$ cat src/rtl/rs232_tx_buffer.sv
// RS232 transmit buffer: 8-entry byte FIFO feeding an 8N1 UART serialiser with a registered tx line.
// Define RS232_TX_PARITY_EN to insert an even-parity bit between the data bits and the stop bit.
module rs232_tx_buffer #(
    parameter int CLK_DIV    = 434,
    parameter int DEPTH_LOG2 = 3
) (
    input  logic                  clk,
    input  logic                  rst,
    input  logic [7:0]            iData_RS232,
    input  logic                  WriteEnable_RS232,
    output logic                  oWrBuffer_full_RS232,
    output logic                  tx,
    output logic                  busy,
    output logic [DEPTH_LOG2:0]   count
);

    localparam int DEPTH  = 1 << DEPTH_LOG2;
    localparam int BAUD_W = $clog2(CLK_DIV);
    localparam logic [BAUD_W-1:0] BAUD_RELOAD = BAUD_W'(CLK_DIV - 1);

    typedef enum logic [2:0] {
        IDLE,
        START,
        DATA,
`ifdef RS232_TX_PARITY_EN
        PARITY,
`endif
        STOP
    } state_t;

    state_t                 state_q, state_d;
    logic [7:0]             shift_q, shift_d;
    logic [BAUD_W-1:0]      baud_q, baud_d;
    logic [2:0]             bit_q, bit_d;
    logic                   tx_q, tx_d;
    logic                   pop, wr_en, baud_zero;
    logic [DEPTH_LOG2-1:0]  wr_ptr, rd_ptr;
    logic [DEPTH_LOG2:0]    count_q, count_d;
    logic [7:0]             mem [DEPTH];
`ifdef RS232_TX_PARITY_EN
    logic                   parity_q;
`endif

    assign wr_en                = WriteEnable_RS232 && (count_q != (DEPTH_LOG2+1)'(DEPTH));
    assign baud_zero            = (baud_q == '0);
    assign oWrBuffer_full_RS232 = (count_q == (DEPTH_LOG2+1)'(DEPTH));
    assign count                = count_q;
    assign tx                   = tx_q;
    assign busy                 = (state_q != IDLE);

    // Storage has no reset; only the pointers and occupancy define what is valid.
    always_ff @(posedge clk) begin
        if (wr_en) mem[wr_ptr] <= iData_RS232;
    end

    always_comb begin
        count_d = count_q;
        case ({wr_en, pop})
            2'b10:   count_d = count_q + 1'b1;
            2'b01:   count_d = count_q - 1'b1;
            default: count_d = count_q;
        endcase
    end

    always_ff @(posedge clk or posedge rst) begin
        if (rst) begin
            state_q  <= IDLE;
            shift_q  <= '0;
            baud_q   <= '0;
            bit_q    <= '0;
            tx_q     <= 1'b1;
            wr_ptr   <= '0;
            rd_ptr   <= '0;
            count_q  <= '0;
`ifdef RS232_TX_PARITY_EN
            parity_q <= 1'b0;
`endif
        end else begin
            state_q <= state_d;
            shift_q <= shift_d;
            baud_q  <= baud_d;
            bit_q   <= bit_d;
            tx_q    <= tx_d;
            count_q <= count_d;
            if (wr_en) wr_ptr <= wr_ptr + 1'b1;
            if (pop)   rd_ptr <= rd_ptr + 1'b1;
`ifdef RS232_TX_PARITY_EN
            if (pop)   parity_q <= ^mem[rd_ptr];
`endif
        end
    end

    always_comb begin
        state_d = state_q;
        shift_d = shift_q;
        baud_d  = baud_q;
        bit_d   = bit_q;
        pop     = 1'b0;
        case (state_q)
            IDLE: begin
                if (count_q != '0) begin
                    shift_d = mem[rd_ptr];
                    pop     = 1'b1;
                    baud_d  = BAUD_RELOAD;
                    state_d = START;
                end
            end
            START: begin
                if (baud_zero) begin
                    baud_d  = BAUD_RELOAD;
                    bit_d   = 3'd0;
                    state_d = DATA;
                end else begin
                    baud_d = baud_q - 1'b1;
                end
            end
            DATA: begin
                if (baud_zero) begin
                    shift_d = shift_q >> 1;
                    baud_d  = BAUD_RELOAD;
                    bit_d   = bit_q + 3'd1;
                    if (bit_q == 3'd7) begin
`ifdef RS232_TX_PARITY_EN
                        state_d = PARITY;
`else
                        state_d = STOP;
`endif
                    end
                end else begin
                    baud_d = baud_q - 1'b1;
                end
            end
`ifdef RS232_TX_PARITY_EN
            PARITY: begin
                if (baud_zero) begin
                    baud_d  = BAUD_RELOAD;
                    state_d = STOP;
                end else begin
                    baud_d = baud_q - 1'b1;
                end
            end
`endif
            STOP: begin
                if (baud_zero) state_d = IDLE;
                else           baud_d  = baud_q - 1'b1;
            end
            default: state_d = IDLE;
        endcase
    end

    // tx is derived from the upcoming state so the registered line changes on the same edge as the FSM.
    always_comb begin
        tx_d = 1'b1;
        case (state_d)
            START:   tx_d = 1'b0;
            DATA:    tx_d = shift_d[0];
`ifdef RS232_TX_PARITY_EN
            PARITY:  tx_d = pop ? (^mem[rd_ptr]) : parity_q;
`endif
            default: tx_d = 1'b1;
        endcase
    end

endmodule

$ cat config.mk
export PLATFORM = sky130hd
export DESIGN_NAME = rs232_tx_buffer
export DESIGN_NICKNAME = d
export VERILOG_FILES = /design/src/rtl/rs232_tx_buffer.sv
export SDC_FILE = /design/constraint.sdc
export NUM_CORES = 1
export LEC_CHECK = 0
export ABC_AREA = 0
export BUFFER_PORTS_ARGS = -buffer_cell sky130_fd_sc_hd__buf_2
export CORE_UTILIZATION = 60
export CTS_BUF_LIST = sky130_fd_sc_hd__clkbuf_8
export DETAILED_ROUTE_END_ITERATION = 16
export PLACE_DENSITY_LB_ADDON = 0.15
export SYNTH_ARGS = -nofsm -noshare
export SYNTH_HDL_FRONTEND = slang
export SYNTH_SLANG_ARGS = --single-unit
$ cat constraint.sdc
create_clock -name clk -period 5.3 [get_ports clk]
set_input_delay 0 -clock clk [delete_from_list [all_inputs] [get_ports clk]]
set_output_delay 0 -clock clk [all_outputs]
set_load 0.02 [all_outputs]
==> impl_metrics.env <==
export IMPL_powerDensity_mw_per_mm2=491.0
export IMPL_antenna_found_initial=0
export IMPL_fin_worst_skew_ps=12.83
export IMPL_rsz0062_at_grt="no"
export IMPL_overflow=0
export IMPL_clock_sinks=98
export IMPL_rows=30
export IMPL_synthFlopType="edfxtp_1"
export IMPL_grtUsageTotal_pct=22.77
export IMPL_area_delta_synth_final_pct=11.77
export IMPL_worstMarginPinSlew_ps=1015
export IMPL_yosys_area_top_type="edfxtp_1"
export IMPL_core_area_mm2=0.006869
export IMPL_synth_xor_area_share_pct=1.826
export IMPL_ys_types=53
export IMPL_criticalPathCategory="register to register"
export IMPL_cts_hold_buffers=9
export IMPL_crit_fanout=14
export IMPL_synth_avg_cell_area_um2=14.94
export IMPL_fin_crit_ps=3056
export IMPL_synth_compound_area_share_pct=7.159
export IMPL_outcome="finished clean"
export IMPL_hpwlAfterDp_um=4845
export IMPL_ys_ff_latch=98
export IMPL_ys_seq_area_share_pct=64.26
export IMPL_relSlewSlack_pct=31.80
export IMPL_ctsResizeCount=0
export IMPL_grt_pass1_wl_um=12410
export IMPL_fin_cells=418
export IMPL_maxCapViolCount=0
export IMPL_ys_warn_count=0
export IMPL_wl_um=7524
export IMPL_wl_per_cell_um=18.00
export IMPL_antenna_cells=0
export IMPL_irDropWorstVdd_v=0.0003855
export IMPL_cts_tree="done"
export IMPL_slew_viol_final=0
export IMPL_ios=18
export IMPL_post_cts_setup_buffer_count=0
export IMPL_muxShareOfSynthArea_pct=10.93
export IMPL_start_util_pct=62.84
export IMPL_fin_nets=337
export IMPL_setup_viol=0
export IMPL_syn_inst=289
export IMPL_post_route_drc_count=0
export IMPL_fp_dieH_um=86.82
export IMPL_crit_path_start_kind="register"
export IMPL_dr_total_vias=2502
export IMPL_clk_insertion_delay_late_ps=360
export IMPL_crit_path_frequent_cell="ha_1"
export IMPL_cp_top_family="simple AND/OR/NAND/NOR gates"
export IMPL_drtPass1Iterations=4
export IMPL_yosys_top_cells_area="edfxtp_1 (45%), dfrtp_1 (19%), mux4_2 (8.3%), ha_1 (2.3%), mux2i_1 (2.3%)"
export IMPL_grt_pass1_vias=2371
export IMPL_finalCoreUtilization_pct=70.24
export IMPL_ant_nets=0
export IMPL_drive_gt1_share_pct=21.74
export IMPL_async_flop_share_pct=34.69
export IMPL_whs_ps=92.90
export IMPL_yosys_area_share_adder_pct=2.783
export IMPL_yosysTopAreaCellShare_pct=44.52
export IMPL_end_kind="register"
export IMPL_path_clk_slew_ps=100
export IMPL_syn_num_nets=309
export IMPL_slowest_delay_ps=630
export IMPL_worst_path_max_delay_cell="nor4_1"
export IMPL_ctsRootBufferMaster="clkbuf_8"
export IMPL_netlist_top_cells_count="edfxtp_1 (64), dfrtp_1 (33), mux4_2 (16)"
export IMPL_hold_viol_final=0
export IMPL_finalSetupTns_ps=0
export IMPL_total_power_mw=2.369
export IMPL_portBuffers=17
export IMPL_synth_edff_count=64
export IMPL_synth_top_family_by_area="multiplexers"
export IMPL_arrival_ps=3350
export IMPL_hold_path_class="primary input to register"
export IMPL_htreeDepth=3
export IMPL_cts_made_buffers=9
export IMPL_cp_num_buf_inv=1
export IMPL_drtIter0Drc=144
export IMPL_fmax_mhz=327.2
export IMPL_via_per_inst=5.986
export IMPL_syn_area_mm2=0.004317
export IMPL_clk_path_buf_depth=2
export IMPL_path_cells="nor4_1 > or2_1 > inv_2 > ha_1 > ha_1 > a21o_1 > a21oi_1 > mux2i_1 > xnor2_1"
export IMPL_synth_most_common_cell="edfxtp_1"
export IMPL_routabilityCongestion=0.7992
export IMPL_cp_data_required_time_ps=5600
export IMPL_place_inst=393
export IMPL_synthSimpleGateAreaFrac_pct=10.17
export IMPL_fp_dieW_um=86.82
export IMPL_p_leak_nw=1.759
export IMPL_fin_crit_sh_pct=57.66
export IMPL_die_area_mm2=0.007538
export IMPL_grt_max_degree=35
## worst paths after layout
check / startpoint / endpoint / slack [ps] / depth (start not counted)
worst max-delay path: count[0] / count[3] / 2240 / 9
worst min-delay path: WriteEnable_RS232 / wr_ptr[0] / 90 / 3
worst max register to register: count[0] / count[3] / 2240 / 9
worst min register to register: bit_q[1] / bit_q[1] / 530 / 1
max in group asynchronous: rst / tx / 4710 / 4
min in group asynchronous: rst / wr_ptr[0] / 250 / 4
## layout by cell type, fill, tap and decap left out, drive strengths merged, types with 8 or more instances in the layout
cell	synthesis	layout
inv	11	14
mux2i	10	10
buf	11	24
nor2	16	16
edfxtp	64	64
clkbuf	5	9
ha	8	8
dfrtp	33	33
nor3	8	8
mux4	16	16
dlygate4sd3	0	9
nand2	13	13
## worst min-delay path, cell delays in order
cell and delay, ps:
buf_2 90, a21boi_1 180, xor2_1 140
## logic make-up (layout without fill, tap and decap cells)
family / after synthesis / count (layout)
AO/OA/AOI/OAI: 42 / 42
XOR/XNOR: 9 / 9
adder cells (fa/ha/maj): 9 / 9
buffers and inverters: 27 / 60
flip-flops: 98 / 98
multiplexers: 27 / 27
other: 1 / 1
AND/OR/NAND/NOR: 76 / 76
## through the flow
stage | cell area (um^2) | setup slack (ps)
3_3_place_gp | 4513 | 2402
5_1_grt | 4825 | 1937
6_report | 4825 | 2244
2_1_floorplan | 4317 | 2786
4_1_cts | 4825 | 2255
3_5_place_dp | 4513 | 2307
## final cells by class
type | count | area [um^2]
Sequential cell | 98 | 2774
Timing Repair Buffer | 33 | 227.7
Tap cell | 96 | 120.1
Clock inverter | 7 | 97.59
Clock buffer | 9 | 123.9
Inverter | 11 | 41.29
Multi-Input combinational cell | 164 | 1440
Fill cell | 463 | 2044
## power by group
group	leakage (nW)	switching (mW)	internal, mW	total [mW]
registers	0.984	0.188	0.990	1.18
logic	0.665	0.333	0.351	0.684
clock network	0.110	0.276	0.232	0.508
total	1.76	0.796	1.57	2.37
## routing by layer
layer | global-route usage, % | routed length [um] | vias up
li1 | - | - | 1181
met1 | 34.34 | 3492 | 1253
met2 | 34.14 | 3565 | 60
met3 | 4.857 | 386 | 8
met4 | 5.909 | 79 | 0
met5 | 0 | 0 | -
## state kept, by name, indices dropped and copies added (netlist names)
name / cells
mem: 64
baud_q: 9
shift_q: 8
count: 4
bit_q: 3
rd_ptr: 3
state_q: 3
wr_ptr: 3
tx: 1
(Power assumes the default switching activity.)
